### src/rtl/lsu_ctrl.sv
// -----------------------------------------------------------------------------
// lsu_ctrl
//   Load/store unit sitting between the execute stage and a word-addressed
//   data memory. One byte, halfword or word access per request. Byte addresses
//   are turned into word indices, sub-word stores are done as read-modify-write,
//   and sub-word loads are zero- or sign-extended. Misaligned, reserved-size and
//   out-of-range accesses complete as error responses without touching memory.
//   Word index 0 reads as zero and is never written.
//
// Ports
//   clk, rst_n         clock (rising edge), asynchronous active-low reset
//   req_valid/ready    request handshake (ready only while idle)
//   req_store          1 = store, 0 = load
//   req_size           00 byte, 01 half, 10 word, 11 reserved
//   req_signed         sign-extend sub-word loads
//   req_addr           byte address
//   req_wdata          store data, right-aligned
//   rsp_valid/ready    response handshake
//   rsp_rdata          load result (0 for stores and errors)
//   rsp_err            access rejected
//   dm_we/addr/wdata   data memory write enable, word index, write word
//   dm_rdata           data memory read word, combinational from dm_addr
// -----------------------------------------------------------------------------
module lsu_ctrl #(
   parameter int AWIDTH  = 32,
   parameter int ALENGTH = 128
) (
   input  logic              clk,
   input  logic              rst_n,
   input  logic              req_valid,
   output logic              req_ready,
   input  logic              req_store,
   input  logic [1:0]        req_size,
   input  logic              req_signed,
   input  logic [AWIDTH-1:0] req_addr,
   input  logic [AWIDTH-1:0] req_wdata,
   output logic              rsp_valid,
   input  logic              rsp_ready,
   output logic [AWIDTH-1:0] rsp_rdata,
   output logic              rsp_err,
   output logic              dm_we,
   output logic [AWIDTH-1:0] dm_addr,
   output logic [AWIDTH-1:0] dm_wdata,
   input  logic [AWIDTH-1:0] dm_rdata
);

   typedef enum logic [1:0] {
      S_IDLE,
      S_READ,
      S_WRITE,
      S_RESP
   } state_t;

   localparam logic [1:0] SZ_BYTE = 2'b00;
   localparam logic [1:0] SZ_HALF = 2'b01;
   localparam logic [1:0] SZ_WORD = 2'b10;
   localparam logic [1:0] SZ_RSVD = 2'b11;

   localparam logic [AWIDTH-1:0] ALEN_W = AWIDTH'(ALENGTH);

   state_t            state_q;
   logic              store_q;
   logic [1:0]        size_q;
   logic              signed_q;
   logic [1:0]        lane_q;      // addr[1:0] of the captured request
   logic [15:0]       wdata_lo_q;  // only the low half is needed after accept
   logic              req_ready_q;
   logic              rsp_valid_q;
   logic [AWIDTH-1:0] rsp_rdata_q;
   logic              rsp_err_q;
   logic              dm_we_q;
   logic [AWIDTH-1:0] dm_addr_q;
   logic [AWIDTH-1:0] dm_wdata_q;

   // Request decode, evaluated only while idle.
   logic [AWIDTH-1:0] req_idx;
   logic              req_err;

   assign req_idx = {2'b00, req_addr[AWIDTH-1:2]};
   assign req_err = (req_size == SZ_RSVD)
                  | ((req_size == SZ_HALF) & req_addr[0])
                  | ((req_size == SZ_WORD) & (req_addr[1:0] != 2'b00))
                  | (req_idx >= ALEN_W);

   // Load extraction and store merge, both working on the live memory word
   // during the READ cycle.
   logic [7:0]        ld_byte;
   logic [15:0]       ld_half;
   logic [AWIDTH-1:0] ld_data;
   logic [AWIDTH-1:0] st_merge;

   // NOTE: every output of a combinational block gets a default first so no
   // path through the case leaves it unassigned (which would infer a latch).
   always_comb begin
      ld_byte  = dm_rdata[{lane_q, 3'b000} +: 8];
      ld_half  = dm_rdata[{lane_q[1], 4'b0000} +: 16];
      ld_data  = dm_rdata;
      st_merge = dm_rdata;
      unique case (size_q)
         SZ_BYTE: begin
            ld_data = {{(AWIDTH-8){signed_q & ld_byte[7]}}, ld_byte};
            st_merge[{lane_q, 3'b000} +: 8] = wdata_lo_q[7:0];
         end
         SZ_HALF: begin
            ld_data = {{(AWIDTH-16){signed_q & ld_half[15]}}, ld_half};
            st_merge[{lane_q[1], 4'b0000} +: 16] = wdata_lo_q;
         end
         default: ;  // word: passes through unchanged
      endcase
   end

   // Single FSM block; all outputs are registers.
   // NOTE: sequential state uses non-blocking assignments so every register
   // samples the pre-edge values regardless of statement order.
   always_ff @(posedge clk or negedge rst_n) begin
      if (!rst_n) begin
         state_q     <= S_IDLE;
         store_q     <= 1'b0;
         size_q      <= 2'b00;
         signed_q    <= 1'b0;
         lane_q      <= 2'b00;
         wdata_lo_q  <= '0;
         req_ready_q <= 1'b1;
         rsp_valid_q <= 1'b0;
         rsp_rdata_q <= '0;
         rsp_err_q   <= 1'b0;
         dm_we_q     <= 1'b0;
         dm_addr_q   <= '0;
         dm_wdata_q  <= '0;
      end else begin
         unique case (state_q)
            S_IDLE: begin
               if (req_valid) begin
                  store_q     <= req_store;
                  size_q      <= req_size;
                  signed_q    <= req_signed;
                  lane_q      <= req_addr[1:0];
                  wdata_lo_q  <= req_wdata[15:0];
                  req_ready_q <= 1'b0;
                  if (req_err) begin
                     // Rejected: answer next cycle, memory untouched.
                     state_q     <= S_RESP;
                     rsp_valid_q <= 1'b1;
                     rsp_err_q   <= 1'b1;
                     rsp_rdata_q <= '0;
                  end else begin
                     dm_addr_q <= req_idx;
                     if (req_store && (req_size == SZ_WORD)) begin
                        // Full-word store needs no read of the old word.
                        state_q    <= S_WRITE;
                        dm_wdata_q <= req_wdata;
                        dm_we_q    <= (req_idx != '0);
                     end else begin
                        state_q <= S_READ;
                     end
                  end
               end
            end

            S_READ: begin
               if (store_q) begin
                  state_q    <= S_WRITE;
                  dm_wdata_q <= st_merge;
                  dm_we_q    <= (dm_addr_q != '0);
               end else begin
                  state_q     <= S_RESP;
                  rsp_valid_q <= 1'b1;
                  rsp_err_q   <= 1'b0;
                  // Word 0 is hard-wired to read as zero.
                  rsp_rdata_q <= (dm_addr_q == '0) ? '0 : ld_data;
               end
            end

            S_WRITE: begin
               state_q     <= S_RESP;
               dm_we_q     <= 1'b0;
               rsp_valid_q <= 1'b1;
               rsp_err_q   <= 1'b0;
               rsp_rdata_q <= '0;
            end

            S_RESP: begin
               if (rsp_ready) begin
                  state_q     <= S_IDLE;
                  rsp_valid_q <= 1'b0;
                  rsp_err_q   <= 1'b0;
                  rsp_rdata_q <= '0;
                  req_ready_q <= 1'b1;
               end
            end

            default: state_q <= S_IDLE;
         endcase
      end
   end

   assign req_ready = req_ready_q;
   assign rsp_valid = rsp_valid_q;
   assign rsp_rdata = rsp_rdata_q;
   assign rsp_err   = rsp_err_q;
   assign dm_we     = dm_we_q;
   assign dm_addr   = dm_addr_q;
   assign dm_wdata  = dm_wdata_q;

endmodule

### config.mk
export PLATFORM = sky130hd
export DESIGN_NAME = lsu_ctrl
export DESIGN_NICKNAME = d
export VERILOG_FILES = /design/src/rtl/lsu_ctrl.sv
export SDC_FILE = /design/constraint.sdc
export NUM_CORES = 1
export LEC_CHECK = 0
export ABC_AREA = 1
export CORE_MARGIN = 4
export CORE_UTILIZATION = 49
export CTS_BUF_LIST = sky130_fd_sc_hd__clkbuf_8 sky130_fd_sc_hd__clkbuf_16
export DETAILED_ROUTE_END_ITERATION = 12
export HOLD_SLACK_MARGIN = 0.06
export PLACE_DENSITY = 0.82
export SLEW_MARGIN = 20
export SYNTH_ARGS = -nofsm -noshare
export SYNTH_HDL_FRONTEND = slang
export SYNTH_SLANG_ARGS = --single-unit
export TNS_END_PERCENT = 5
### constraint.sdc
create_clock -name clk -period 2.25 [get_ports clk]
set_input_delay 0.225 -clock clk [delete_from_list [all_inputs] [get_ports clk]]
set_output_delay 0.225 -clock clk [all_outputs]
set_load 0.05 [all_outputs]
[Word-level counts from Yosys, hierarchy flattened]
Cells that the tools add are included.
Storage, ports and cells
  bits in registers: 122
  input port bits: 104
  output and inout port bits: 100
  logic and storage cells: 97
Operators by class
  add/subtract/negate cells: 2
  magnitude comparators: 1
  eq/ne operators: 14
  shift-type cells: 6
  mux-type cells: 36
  bitwise operators: 8
  reductions and logical operators: 17
Operators by type and width (count)
  2-to-1 mux 32 bit: 9
  one-hot mux 32 bit (2 select lines): 3
  one-hot mux 32 bit (4 select lines): 1
  bitwise mux 32 bit: 2
  nonzero test 32 bit: 2
  logical NOT 32 bit: 1
  variable shift 16 x 7 -> 32 bit, first input constant: 1
  variable shift 8 x 7 -> 32 bit, first input constant: 1
  variable part select 16 x 7 -> 32 bit: 1
  variable part select 32 x 6 -> 16 bit: 1
  variable part select 32 x 6 -> 8 bit: 1
  variable part select 8 x 7 -> 32 bit: 1
  >= comparator 30 x 8 -> 1 bit, second input constant: 1
  != test 2 bit, second input constant: 7
  negation 5 -> 7 bit: 2
  2-to-1 mux 1 bit: 12
  AND reduction 5 bit: 2
  == test 2 bit, second input constant: 4
  2-to-1 mux 2 bit: 4
  one-hot mux 1 bit (4 select lines): 2
  one-hot mux 2 bit (4 select lines): 1
  == test 2 x 1 -> 1 bit, second input constant: 3
  AND reduction 3 bit: 2
  nonzero test 2 bit: 3
  other kinds (10): 17

[Logic depth before layout (Yosys ltp)]
  depth after elaboration: 8
  gate-level depth with buffers: 13
  depth with buffers taken out: 11

[Least setup slack after synthesis]
No wires, ideal clock.
  path kind: register to register
  start: register lane_q[0]
  end: register dm_wdata_q[14] (netlist: dm_wdata[14])
  library setup time: 0.127 ns
  arrival: 1.898 ns
  required time: 2.123 ns
  setup slack: 0.225 ns
  stages on the path, launching flop included: 13
  path buffers: 3
  period minus slack after synthesis: 2.025 ns
  cell sequence: dfrtp_1 inv_1 clkbuf_1 ha_1 buf_2 inv_1 buf_2 nand2_1 nor3_1 o21ai_0 nand2_1 o21ai_0 o21ai_0
On the way
  cells in the longest elaborated chain, start to end: 6
  elaborated cells between the ends (all ways): 7
  classes of those cells: add/sub (1); shift (2); mux (4)
Ends and longest elaborated chain
  start: declaration: RTL line 65  | logic [1:0] lane_q;
  start signal: assignment: RTL line 137  | lane_q <= req_addr[1:0];
  negation 5 -> 7 bit (*): RTL line 102  | st_merge[{lane_q, 3'b000} +: 8] = wdata_lo_q[7:0];
  variable part select 8 x 7 -> 32 bit / variable shift 8 x 7 -> 32 bit (equally long branches): RTL line 102
  bitwise mux 32 bit (*): RTL line 102
  one-hot mux 32 bit (2 select lines) (*): RTL line 99  | unique case (size_q)
  2-to-1 mux 32 bit (*): RTL line 161  | if (store_q) begin
  one-hot mux 32 bit (2 select lines) (*): RTL line 131  | unique case (state_q)
  end signal: assignment: RTL line 151  | dm_wdata_q <= req_wdata;
  end signal: assignment: RTL line 163  | dm_wdata_q <= st_merge;
  end: declaration: RTL line 73  | logic [AWIDTH-1:0] dm_wdata_q;
Every way passes the cells marked *; elsewhere a longest branch is shown, timed or not. The select of a mux whose other input is x is not followed.
A chain may end at the register's enable or synchronous reset.

[Worst setup path after layout]
  start: register lane_q[1]
  end: register dm_wdata_q[31] (netlist: dm_wdata[31])
On the way
  cells in the longest elaborated chain, start to end: 6
  elaborated cells between the ends (all ways): 11
  classes of those cells: add/sub (2); shift (4); mux (5)
Ends and longest elaborated chain
  negation 5 -> 7 bit (on tied branches): RTL line 106, 102
  variable part select 16 x 7 -> 32 bit (tied with other cells): RTL line 106  | st_merge[{lane_q[1], 4'b0000} +: 16] = wdata_lo_q;
  bitwise mux 32 bit (on tied branches): RTL line 106, 102
  one-hot mux 32 bit (2 select lines) (*): RTL line 99
  2-to-1 mux 32 bit (*): RTL line 161
  one-hot mux 32 bit (2 select lines) (*): RTL line 131
Marked as above.

==> impl_metrics.json <==
{
  "timing.rr.start": "lane_q[1]",
  "grt_first_pass_wirelength_mm": 37.3,
  "timing.final.ws_setup_ns": 0.112,
  "yosys.cell_types.count": 42,
  "clkSinkCount": 122,
  "gp_congestion": 0.968,
  "synth.yosys.warnings": 0,
  "synth_cells": 1014,
  "initial_core_util_pct": 50.0,
  "timing.final.hold_violations": 0,
  "setup_viol": 0,
  "dr.first_iter.drc_count": 717,
  "dr_total_vias": 7470,
  "slew_headroom_pct": 52.4,
  "timing.max_cap.violations": 0,
  "place.port_buffers": 201,
  "netSwitchingPower_mw": 5.87,
  "floorplan.die_area_mm2": 0.0168,
  "cp.required_ns": 2.54,
  "clock_power_share_pct": 20.1,
  "detail_route.first_pass.iterations": 6,
  "reg2reg_slack_ns": 0.11,
  "status": "finished clean",
  "synth.yosys.seq_area_share_pct": 42.2,
  "place_inst": 1372,
  "arrival_ns": 2.42,
  "post-route-period-util_pct": 95.0,
  "via_count_of_the_first_global_routing_pass": 7163,
  "cts-buffers-inserted": 17,
  "final_max_slew_viol_count": 0,
  "final_period_minus_worst_setup_slack_ns": 2.14,
  "timing.rr.end": "dm_wdata[31]",
  "p_per_area_mw_per_mm2": 1220,
  "finalClockSkew_ns": 0.00658,
  "setup_repair_after_global_routing_missed_its_margin": "yes",
  "final_cell_mix": "sky130_fd_sc_hd__nand2_1, sky130_fd_sc_hd__clkdlybuf4s50_1, sky130_fd_sc_hd__dfrtp_1, sky130_fd_sc_hd__inv_1, sky130_fd_sc_hd__o21ai_0",
  "clock_tree_buffer_depth": 2,
  "core.rowCount": 44,
  "startpoint": "lane_q[1]",
  "hold_class": "in -> async",
  "p_leak_nw": 4.95,
  "drtAntennaViolNets": 0,
  "worst_setup_slack_after_placement_ns": 0.148,
  "routed_wire_length_per_instance_um": 16.7,
  "tritoncts": "yes",
  "slew_of_the_pin_with_the_lowest_slew_margin_ns": 0.712,
  "synthesis.area_mm2": 0.00724,
  "synth_to_final_area_change_pct": 37.9,
  "finalInstanceArea_mm2": 0.00997,
  "post-cts-setup-buffer-count": 0,
  "vias_per_cell": 5.32,
  "fmax_ghz": 0.468,
  "antennaDiodeCount": 0,
  "drc": 0,
  "reg2reg_depth": 9,
  "setup.worst_path.end_class": "register",
  "die_height_um": 130,
  "stdcell_count": 1405,
  "place_hpwl_mm": 17.5,
  "cts_root_buf": "sky130_fd_sc_hd__clkbuf_16",
  "cellInternalPower_mw": 6.32,
  "ioPinCount": 204,
  "postSynthRegisterBits": 122,
  "largest_net_degree_at_the_start_of_global_routing": 48,
  "grt_antenna_before_repair": 0,
  "detailed_place.area_mm2": 0.00943,
  "die_x_um": 130,
  "critPathCapture": "dm_wdata[31]",
  "layout_commonest_cell": "sky130_fd_sc_hd__nand2_1",
  "power.ir.vdd_worst_mv": 0.957,
  "groute.usage.overall_pct": 28.5,
  "grt_overflow_total": 0,
  "timing.critical_path.from_type": "register",
  "worstSkewPairLatency_ns": 0.43,
  "drive_gt1_share_pct": 8.93,
  "power_switching_share_pct": 48.1,
  "cts_max_level": 4,
  "core_region_area_mm2": 0.0145,
  "clock_pin_slew_of_the_registers_on_the_worst_case_setup_and_hold_paths_ns": 0.06,
  "critPathMaxFanout": 12,
  "sequential_power_share_pct": 26.3,
  "critPathKind": "reg -> reg",
  "nets_finish": 1321,
  "fillerInstances": 1258,
  "syn_avg_cell_area_um2": 7.14,
  "combinational_fraction_of_design_power_pct": 53.6,
  "route.final.wire_length_mm": 23.5
}
## worst max-delay path, cell delays in order, from the launching register on
cell and delay (ns):
sky130_fd_sc_hd__dfrtp_1 0.44, sky130_fd_sc_hd__inv_4 0.12, sky130_fd_sc_hd__ha_1 0.31, sky130_fd_sc_hd__clkinv_1 0.25
sky130_fd_sc_hd__nand2_1 0.20, sky130_fd_sc_hd__nor2_4 0.08, sky130_fd_sc_hd__nand2_1 0.08, sky130_fd_sc_hd__nand3_1 0.06
sky130_fd_sc_hd__o22ai_1 0.27, sky130_fd_sc_hd__o21ai_0 0.17
## timing repair
action	in CTS	in global routing
endpoints found under the hold margin	37	0
endpoints found under the setup margin	0	2
gates resized for setup	0	2
hold buffers	1	0
## power by group through the flow
stage / Clock, mW / Sequential, mW / Combinational (mW)
2_1_floorplan: 0 / 4.12 / 3.56
3_5_place_dp: 0 / 3.22 / 6.43
5_1_grt: 2.59 / 3.26 / 7.15
6_report: 2.45 / 3.20 / 6.54
4_1_cts: 2.47 / 3.19 / 6.48
3_3_place_gp: 0 / 3.20 / 6.38
## kinds of logic after synthesis
kind of cell,after synthesis,share of synthesized area (%)
buf+inv,167,10.1
other cells,1,0.0518
compound gates,193,15.0
fa+ha+maj,9,1.56
flops,122,42.2
mux,12,1.87
simple gates,510,29.2
## stage by stage
step / total power [mW] / TNS, ns / utilization (%) / hold slack (ns)
floorplan: 7.68 / 0 / - / -0.0706
global placement: 9.57 / 0 / 65.1 / 0.237
detailed placement: 9.65 / 0 / 65.1 / 0.240
CTS: 12.1 / 0 / 68.8 / 0.334
global route: 13.0 / -0.00329 / 68.9 / 0.377
finish: 12.2 / 0 / 68.9 / 0.330
## worst min-delay path by stage
stage	from	cells past startpoint	endpoint
6_report	rst_n	2	dm_wdata[25]
2_1_floorplan	rst_n	0	dm_addr[0]
4_1_cts	rst_n	2	dm_wdata[25]
3_3_place_gp	rst_n	1	dm_wdata[25]
5_1_grt	rst_n	2	dm_wdata[25]
3_5_place_dp	rst_n	1	dm_wdata[25]
## registers in the layout (all words and copies together), names as in the netlist
| name | count |
|---|---|
| dm_wdata | 32 |
| wdata_lo_q | 16 |
| rsp_valid | 1 |
| dm_we | 1 |
| signed_q | 1 |
| store_q | 1 |
| dm_addr | 30 |
| req_ready | 1 |
| lane_q | 2 |
| rsp_err | 1 |
| rsp_rdata | 32 |
| state_q | 2 |
| size_q | 2 |
## cell usage after synthesis (all sizes together)
| cell type | count | area (um2) |
|---|---|---|
| mux2 | 12 | 135 |
| nand2 | 368 | 1400 |
| o211ai | 17 | 128 |
| nand3b | 1 | 7.51 |
| or2 | 9 | 56.3 |
| clkinv | 1 | 3.75 |
| nor3 | 8 | 40.0 |
| a21boi | 3 | 22.5 |
| clkbuf | 17 | 65.1 |
| and2 | 2 | 12.5 |
| ha | 9 | 113 |
| a211oi | 2 | 15.0 |
| dfrtp | 121 | 3030 |
| a22oi | 5 | 37.5 |
| nand3 | 36 | 210 |
| dfstp | 1 | 26.3 |
| nor2 | 68 | 270 |
| nand4 | 18 | 113 |
| a21oi | 41 | 209 |
| inv | 115 | 442 |
| a31oi | 3 | 18.8 |
| o21ai | 115 | 606 |
| o22ai | 7 | 50.1 |
| buf | 34 | 223 |
| conb | 1 | 3.75 |
## per-layer routing
layer | share of wire [%] | up-vias | global-route usage (%)
met2 | 46 | 344 | 43.9
met4 | 2.9 | 0 | 11.6
met5 | 0 | - | 0
met1 | 42 | 3436 | 37.7
li1 | - | 3636 | -
met3 | 9.7 | 54 | 8.86
## area by class of cell
type	count	area, um2	share of cell area, %
clock buffer	17	425	4.26
clock inverter	15	105	1.05
inverter	116	445	4.47
multi-input combinational	726	3460	34.7
sequential	122	3050	30.6
tap	184	230	2.31
timing repair buffer	225	2250	22.6
Note: power is estimated with default switching activity, not from simulation.
